===== src/rtl/axil_timer_irq_pkg.sv =====
// Shared definitions for the AXI-Lite timer peripheral: response codes,
// register word indices (byte address bits [4:2]) and CTRL bit positions.
`timescale 1ns / 1ps
package axil_timer_irq_pkg;

  localparam logic [1:0] AXIL_RESP_OKAY   = 2'b00;
  localparam logic [1:0] AXIL_RESP_SLVERR = 2'b10;

  localparam logic [2:0] REG_CTRL     = 3'd0;
  localparam logic [2:0] REG_STATUS   = 3'd1;
  localparam logic [2:0] REG_COUNT    = 3'd2;
  localparam logic [2:0] REG_COMPARE  = 3'd3;
  localparam logic [2:0] REG_PRESCALE = 3'd4;

  localparam int CTRL_EN         = 0;
  localparam int CTRL_IE         = 1;
  localparam int CTRL_AUTORELOAD = 2;

  // Indices 5..7 (offsets 0x14-0x1C) are holes in the map.
  function automatic logic reg_idx_valid(input logic [2:0] idx);
    return idx <= REG_PRESCALE;
  endfunction

  function automatic logic [31:0] apply_strb(input logic [31:0] old_val,
                                             input logic [31:0] new_val,
                                             input logic [3:0]  strb);
    logic [31:0] res;
    res = old_val;
    for (int i = 0; i < 4; i++) begin
      if (strb[i]) res[i*8 +: 8] = new_val[i*8 +: 8];
    end
    return res;
  endfunction

endpackage


===== src/rtl/axil_timer_irq_core.sv =====
// Timer datapath: prescaler, 32-bit up-counter, compare match, sticky pending
// flag and registered interrupt, behind a simple write-strobe/readback port.
`timescale 1ns / 1ps
module axil_timer_irq_core
  import axil_timer_irq_pkg::*;
(
  input  logic        clk,
  input  logic        rst_n,
  input  logic        wr_en,
  input  logic [2:0]  wr_idx,
  input  logic [31:0] wr_data,
  input  logic [3:0]  wr_strb,
  input  logic [2:0]  rd_idx,
  output logic [31:0] rd_data,
  output logic        irq
);

  logic [2:0]  ctrl;
  logic        pending;
  logic [31:0] count;
  logic [31:0] compare;
  logic [31:0] prescale;
  logic [31:0] pre_cnt;

  logic wr_ctrl, wr_status, wr_count, wr_compare, wr_prescale;
  logic tick, match;

  always_comb begin
    wr_ctrl     = wr_en && (wr_idx == REG_CTRL);
    wr_status   = wr_en && (wr_idx == REG_STATUS);
    wr_count    = wr_en && (wr_idx == REG_COUNT);
    wr_compare  = wr_en && (wr_idx == REG_COMPARE);
    wr_prescale = wr_en && (wr_idx == REG_PRESCALE);
    tick        = ctrl[CTRL_EN] && (pre_cnt == prescale);
    // A software write to COUNT on a tick edge also cancels that edge's match.
    match       = tick && (count == compare) && !wr_count;
  end

  // NOTE: every flop uses <= so all updates see the pre-edge register values.
  always_ff @(posedge clk or negedge rst_n) begin
    if (!rst_n) begin
      ctrl     <= '0;
      pending  <= 1'b0;
      count    <= '0;
      compare  <= '0;
      prescale <= '0;
      pre_cnt  <= '0;
      irq      <= 1'b0;
    end else begin
      if (wr_ctrl && wr_strb[0]) ctrl <= wr_data[2:0];
      if (wr_compare)  compare  <= apply_strb(compare, wr_data, wr_strb);
      if (wr_prescale) prescale <= apply_strb(prescale, wr_data, wr_strb);

      if (wr_prescale || !ctrl[CTRL_EN] || tick) pre_cnt <= '0;
      else                                       pre_cnt <= pre_cnt + 32'd1;

      if (wr_count)                            count <= apply_strb(count, wr_data, wr_strb);
      else if (match && ctrl[CTRL_AUTORELOAD]) count <= '0;
      else if (tick)                           count <= count + 32'd1;

      // Hardware set beats a same-edge W1C so no match is ever lost.
      if (match)                                        pending <= 1'b1;
      else if (wr_status && wr_strb[0] && wr_data[0])   pending <= 1'b0;

      irq <= pending & ctrl[CTRL_IE];
    end
  end

  // NOTE: default assigned first so no path through the case infers a latch.
  always_comb begin
    rd_data = '0;
    case (rd_idx)
      REG_CTRL:     rd_data = {29'd0, ctrl};
      REG_STATUS:   rd_data = {31'd0, pending};
      REG_COUNT:    rd_data = count;
      REG_COMPARE:  rd_data = compare;
      REG_PRESCALE: rd_data = prescale;
      default:      rd_data = '0;
    endcase
  end

endmodule


===== src/rtl/axil_timer_irq.sv =====
// AXI-Lite responder for the timer: independent AW/W holding registers, one
// outstanding B and one outstanding R, all handshake outputs registered.
`timescale 1ns / 1ps
module axil_timer_irq
  import axil_timer_irq_pkg::*;
#(
  parameter int ADDR_WIDTH = 32,
  parameter int DATA_WIDTH = 32,
  parameter int STRB_WIDTH = DATA_WIDTH / 8
) (
  input  logic                  aclk,
  input  logic                  aresetn,
  input  logic [ADDR_WIDTH-1:0] s_axil_awaddr,
  input  logic [2:0]            s_axil_awprot,
  input  logic                  s_axil_awvalid,
  output logic                  s_axil_awready,
  input  logic [DATA_WIDTH-1:0] s_axil_wdata,
  input  logic [STRB_WIDTH-1:0] s_axil_wstrb,
  input  logic                  s_axil_wvalid,
  output logic                  s_axil_wready,
  output logic [1:0]            s_axil_bresp,
  output logic                  s_axil_bvalid,
  input  logic                  s_axil_bready,
  input  logic [ADDR_WIDTH-1:0] s_axil_araddr,
  input  logic [2:0]            s_axil_arprot,
  input  logic                  s_axil_arvalid,
  output logic                  s_axil_arready,
  output logic [DATA_WIDTH-1:0] s_axil_rdata,
  output logic [1:0]            s_axil_rresp,
  output logic                  s_axil_rvalid,
  input  logic                  s_axil_rready,
  output logic                  irq
);

  if (DATA_WIDTH != 32) begin : g_bad_width
    $error("axil_timer_irq supports DATA_WIDTH = 32 only");
  end

  logic        aw_full, w_full;
  logic [2:0]  aw_idx;
  logic [31:0] w_data;
  logic [3:0]  w_strb;
  logic        aw_hs, w_hs, ar_hs, do_write, wr_err, rd_err;
  logic        aw_full_nxt, w_full_nxt, rvalid_nxt;
  logic [31:0] core_rd;

  // Only address bits [4:2] are decoded; protection bits carry no meaning here.
  logic unused_ok;
  assign unused_ok = ^{s_axil_awprot, s_axil_arprot,
                       s_axil_awaddr[ADDR_WIDTH-1:5], s_axil_awaddr[1:0],
                       s_axil_araddr[ADDR_WIDTH-1:5], s_axil_araddr[1:0]};

  always_comb begin
    aw_hs    = s_axil_awvalid && s_axil_awready;
    w_hs     = s_axil_wvalid && s_axil_wready;
    ar_hs    = s_axil_arvalid && s_axil_arready;
    do_write = aw_full && w_full && !s_axil_bvalid;
    wr_err   = !reg_idx_valid(aw_idx);
    rd_err   = !reg_idx_valid(s_axil_araddr[4:2]);

    aw_full_nxt = aw_full;
    if (aw_hs)         aw_full_nxt = 1'b1;
    else if (do_write) aw_full_nxt = 1'b0;

    w_full_nxt = w_full;
    if (w_hs)          w_full_nxt = 1'b1;
    else if (do_write) w_full_nxt = 1'b0;

    rvalid_nxt = s_axil_rvalid;
    if (ar_hs)              rvalid_nxt = 1'b1;
    else if (s_axil_rready) rvalid_nxt = 1'b0;
  end

  always_ff @(posedge aclk or negedge aresetn) begin
    if (!aresetn) begin
      aw_full        <= 1'b0;
      w_full         <= 1'b0;
      aw_idx         <= '0;
      w_data         <= '0;
      w_strb         <= '0;
      s_axil_awready <= 1'b0;
      s_axil_wready  <= 1'b0;
      s_axil_bvalid  <= 1'b0;
      s_axil_bresp   <= AXIL_RESP_OKAY;
      s_axil_arready <= 1'b0;
      s_axil_rvalid  <= 1'b0;
      s_axil_rresp   <= AXIL_RESP_OKAY;
      s_axil_rdata   <= '0;
    end else begin
      aw_full        <= aw_full_nxt;
      w_full         <= w_full_nxt;
      s_axil_awready <= !aw_full_nxt;
      s_axil_wready  <= !w_full_nxt;
      if (aw_hs) aw_idx <= s_axil_awaddr[4:2];
      if (w_hs) begin
        w_data <= s_axil_wdata;
        w_strb <= s_axil_wstrb;
      end

      if (do_write) begin
        s_axil_bvalid <= 1'b1;
        s_axil_bresp  <= wr_err ? AXIL_RESP_SLVERR : AXIL_RESP_OKAY;
      end else if (s_axil_bready) begin
        s_axil_bvalid <= 1'b0;
      end

      s_axil_rvalid  <= rvalid_nxt;
      s_axil_arready <= !rvalid_nxt;
      if (ar_hs) begin
        s_axil_rdata <= core_rd;
        s_axil_rresp <= rd_err ? AXIL_RESP_SLVERR : AXIL_RESP_OKAY;
      end
    end
  end

  axil_timer_irq_core u_core (
    .clk     (aclk),
    .rst_n   (aresetn),
    .wr_en   (do_write && !wr_err),
    .wr_idx  (aw_idx),
    .wr_data (w_data),
    .wr_strb (w_strb),
    .rd_idx  (s_axil_araddr[4:2]),
    .rd_data (core_rd),
    .irq     (irq)
  );

endmodule


===== config.mk =====
export PLATFORM = sky130hd
export DESIGN_NAME = axil_timer_irq
export DESIGN_NICKNAME = d
export VERILOG_FILES = /design/src/rtl/axil_timer_irq_pkg.sv /design/src/rtl/axil_timer_irq_core.sv /design/src/rtl/axil_timer_irq.sv
export SDC_FILE = /design/constraint.sdc
export NUM_CORES = 1
export LEC_CHECK = 0
export BUFFER_PORTS_ARGS = -buffer_cell sky130_fd_sc_hd__buf_2
export CAP_MARGIN = 20
export CORE_MARGIN = 2
export CORE_UTILIZATION = 43
export DETAILED_ROUTE_END_ITERATION = 10
export MAX_ROUTING_LAYER = met4
export PLACE_DENSITY_LB_ADDON = 0.15
export SETUP_SLACK_MARGIN = 0.15
export SLEW_MARGIN = 0
export SYNTH_ARGS = -nofsm -noshare
export SYNTH_HDL_FRONTEND = slang
export SYNTH_SLANG_ARGS = --single-unit

===== constraint.sdc =====
create_clock -name aclk -period 5.43 [get_ports aclk]
set_input_delay 1.086 -clock aclk [delete_from_list [all_inputs] [get_ports aclk]]
set_output_delay 1.086 -clock aclk [all_outputs]
set_load 0.01 [all_outputs]

==> impl_results.md <==
* Max Cap Viol at 0
* Dominant cells by area after synthesis: dfrtp_1 (51%), mux2_2 (11%), xnor2_1 (3.9%), xor2_1 (3.6%), nand2_1 (3.6%)
* Synth area leader: dfrtp_1
* Routed wire per std cell at around 20 um
* Setup TNS at 0 ns
* Status: finished, final reports clean
* End of the worst hold path: s_axil_rdata[15]
* Routed Antenna Nets at 0
* Crit Reg-Reg Endpoint: u_core.count[2]
* Int Power at 3.51 mW
* Die area at 25,500 sq um
* Clock buffer depth at 3
* DP Worst Slack at around 2.0 ns
* Commonest cells after routing, fill and taps aside: dfrtp_1 (213), mux2_2 (106), nand2_1 (99), buf_2 (87), nor2_1 (77)
* Post-synth top flop: dfrtp_1
* Syn Inst Count at roughly 1,000
* GRT Util Overall at 0.231
* Vias in the first global route at 7,790
* Die W at 160 um
* RSZ-0062 raised after global routing: false
* Critical path peak fanout at 11
* Synthesized area per cell at 10.4 sq um
* Post-Syn Area at approximately 10,000 sq um
* Core Region at 23,600 sq um
* Pwr/cell area at between 400 and 500 nW/um^2
* Worst path slowest cell: nand2_1
* Port Buf Inserts at a little under 90
* CTS Buf Count at 24
* Netlist cell types at 56
* Starting Density at 0.442
* Launch point of the worst reg-to-reg path: u_core.count[20]
* Sw Ratio at 0.331
* Routability cong. at 0.864
* Antenna violations before repair at 2
* Fmax achieved at 280 MHz
* Setup Crit Path Kind: reg -> reg
* Hold path start: s_axil_rdata[15]
* Worst Path Required at about 6 ns
* Slew margin rel. at 0.319
* Most common cell after layout, fill and taps aside: dfrtp_1
* Placed cell count at roughly 1,400
* Post-synth ARST share at 1.00
* Crit-path leading delay family: simple AND/OR/NAND/NOR gates
* Initial DRC count at just under 700
* Hold-fix buffers at CTS at 0
* Seq/Total Area, Yosys at 0.511
* Setup violators final at 0
* DRC Markers at 0
* Final Cycle Share at 0.658
* Die height at between 150 and 200 um
* CTS H-tree lvls at 1
* Placed cell area at roughly 11,000 sq um
* R2R depth at 7
* Initial DRT Pass Iterations at 5
* Reg2reg setup slack at between 1.5 and 2 ns
* Total power at around 5.3 mW
* Max VDD drop at 0.320 mV
* First-pass GRT wire length at around 45,000 um
* Power share of the combinational group at 0.227
* Crit path DAT at 3.98 ns
* GRT overflow at 0
* Hold Path Class: reg -> reg
* Sw Pwr at about 1.7 mW
* Fraction of layout cells with a size suffix above 1 at 0.235
* Post-detail-place hpwl at a little under 20,000 um
* Crit path depth at 7
* Slew at the pin closest to its max-slew limit at a little over 1 ns
* Leakage at approximately 5.2 nW
* Sequential power share at 0.477
* Clock Skews at between 0.01 and 0.015 ns
* Nets@finish at ~1,200
* CTS tree: yes
* Crit path cell chain: xnor2_1 -> nand4_1 -> nor4_1 -> nand3_1 -> nand2_1 -> nor3b_1 -> a211o_1
* Final WS setup at approximately 1.9 ns
* Post CTS Setup Buffer Count at 0
* Synth top area share at 0.511
* Minimum clock period at about 3.6 ns
* TritonCTS Sinks at around 210
* Slowest Stage Delay on Critical Path at just under 0.7 ns
* Fin cells at ~1,400
* Ports at 155
* Synth Register Bits at ~210
* DR vias at about 8,000
* Number of synthesized flops with an enable pin at 0
* Via/cell ratio at 5.60
* Startpoint types: flop
* Final hold violations at 0
* Syn. warnings at 0
* Fin area at ~12,000 sq um
* Clock slew at reported path FFs at about 0.060 ns
* Max-slew violations at 0
* Post-Route WL at ~28,000 um
* Crit path buffers/inverters at 0
* Largest net degree at the start of global routing at ~130
* CTS Root Cell: clkbuf_16
* Hold path depth at 2
* Clock share of power at 0.296
* Core Rows at between 50 and 60
* Critical path endpoint category: flop
* Area delta synth->final at 14.3%
* Post_cts resized at 0
* Clock Latency Late Sink at between 0.5 and 0.6 ns
==> power by group through the flow <==
stage,Clock (mW),Combinational (mW),Sequential [mW]
2_1_floorplan,0,0.865,2.35
6_report,1.56,1.19,2.51
3_5_place_dp,0,1.20,2.53
3_3_place_gp,0,1.18,2.52
4_1_cts,1.59,1.21,2.51
5_1_grt,1.66,1.31,2.57
==> final cells by class <==
cell class                 instances  area (sq um)
fill                            2228         11700
sequential                       213          5330
multi-input combinational        708          4810
clock buffer                      36           717
timing repair buffer              99           546
tap                              319           399
inverter                          21          78.8
clock inverter                     7          37.5
antenna                            1          2.50
==> through the flow <==
step / hold slack (ns) / util
after global routing: 0.506 / 0.505
after floorplan: 0.462 / -
after detailed placement: 0.465 / 0.473
final: 0.470 / 0.505
after CTS: 0.478 / 0.505
after global placement: 0.460 / 0.473
==> cell usage after synthesis (all sizes together), types with 11 or more instances <==
master	n
dfrtp	213
mux2	106
nand2	100
nor2	77
o21ai	54
nand3	48
clkbuf	47
xnor2	46
xor2	43
a21oi	41
a22oi	37
inv	21
nand4	21
nor3b	12
o311ai	12
and2	11
buf	11
nor4	11
==> sequential cells by signal (all words and copies together) (netlist names), 3 cells and up <==
register,flops
u_core.compare,32
u_core.prescale,32
s_axil_rdata,32
u_core.ctrl,3
w_data,32
w_strb,4
u_core.count,32
aw_idx,3
u_core.pre_cnt,32
==> worst max path at each step <==
| stage | startpoint | end |
|---|---|---|
| detailed placement | u_core.count[20] | u_core.count[2] |
| finish | u_core.count[20] | u_core.count[2] |
| global route | u_core.count[20] | u_core.count[2] |
| global placement | u_core.count[20] | u_core.count[2] |
| CTS | u_core.count[20] | u_core.count[2] |
| floorplan | u_core.pre_cnt[17] | u_core.count[30] |
==> routing by layer <==
metal / share of wire / vias up / track usage / routed length (um)
met2: 0.47 / 198 / 0.361 / 13400
met3: 0.044 / 37 / 0.0299 / 1260
met5: 0 / - / - / 0
met4: 0.019 / 0 / 0.0529 / 541
met1: 0.47 / 3930 / 0.322 / 13200
li1: - / 3692 / - / -
==> tightest hold or removal path: stages (launching register included) <==
cell     delay, ns
dfrtp_1       0.33
nand2_1       0.04
o21ai_0       0.06
==> logic make-up (layout without fill, tap and decap cells) <==
kind of cell	count (synthesis)	count (layout)	share of synthesized area
and+or+nand+nor	325	325	0.154
DFF	213	213	0.511
muxes	109	109	0.117
AOI/OAI and AO/OA	181	181	0.110
xor gates and xnor gates	89	89	0.0748
adders and majority gates	2	2	0.00240
other	1	3	0.000360
buffers and inverters	79	163	0.0300
Power figures use the tool's default switching activity.
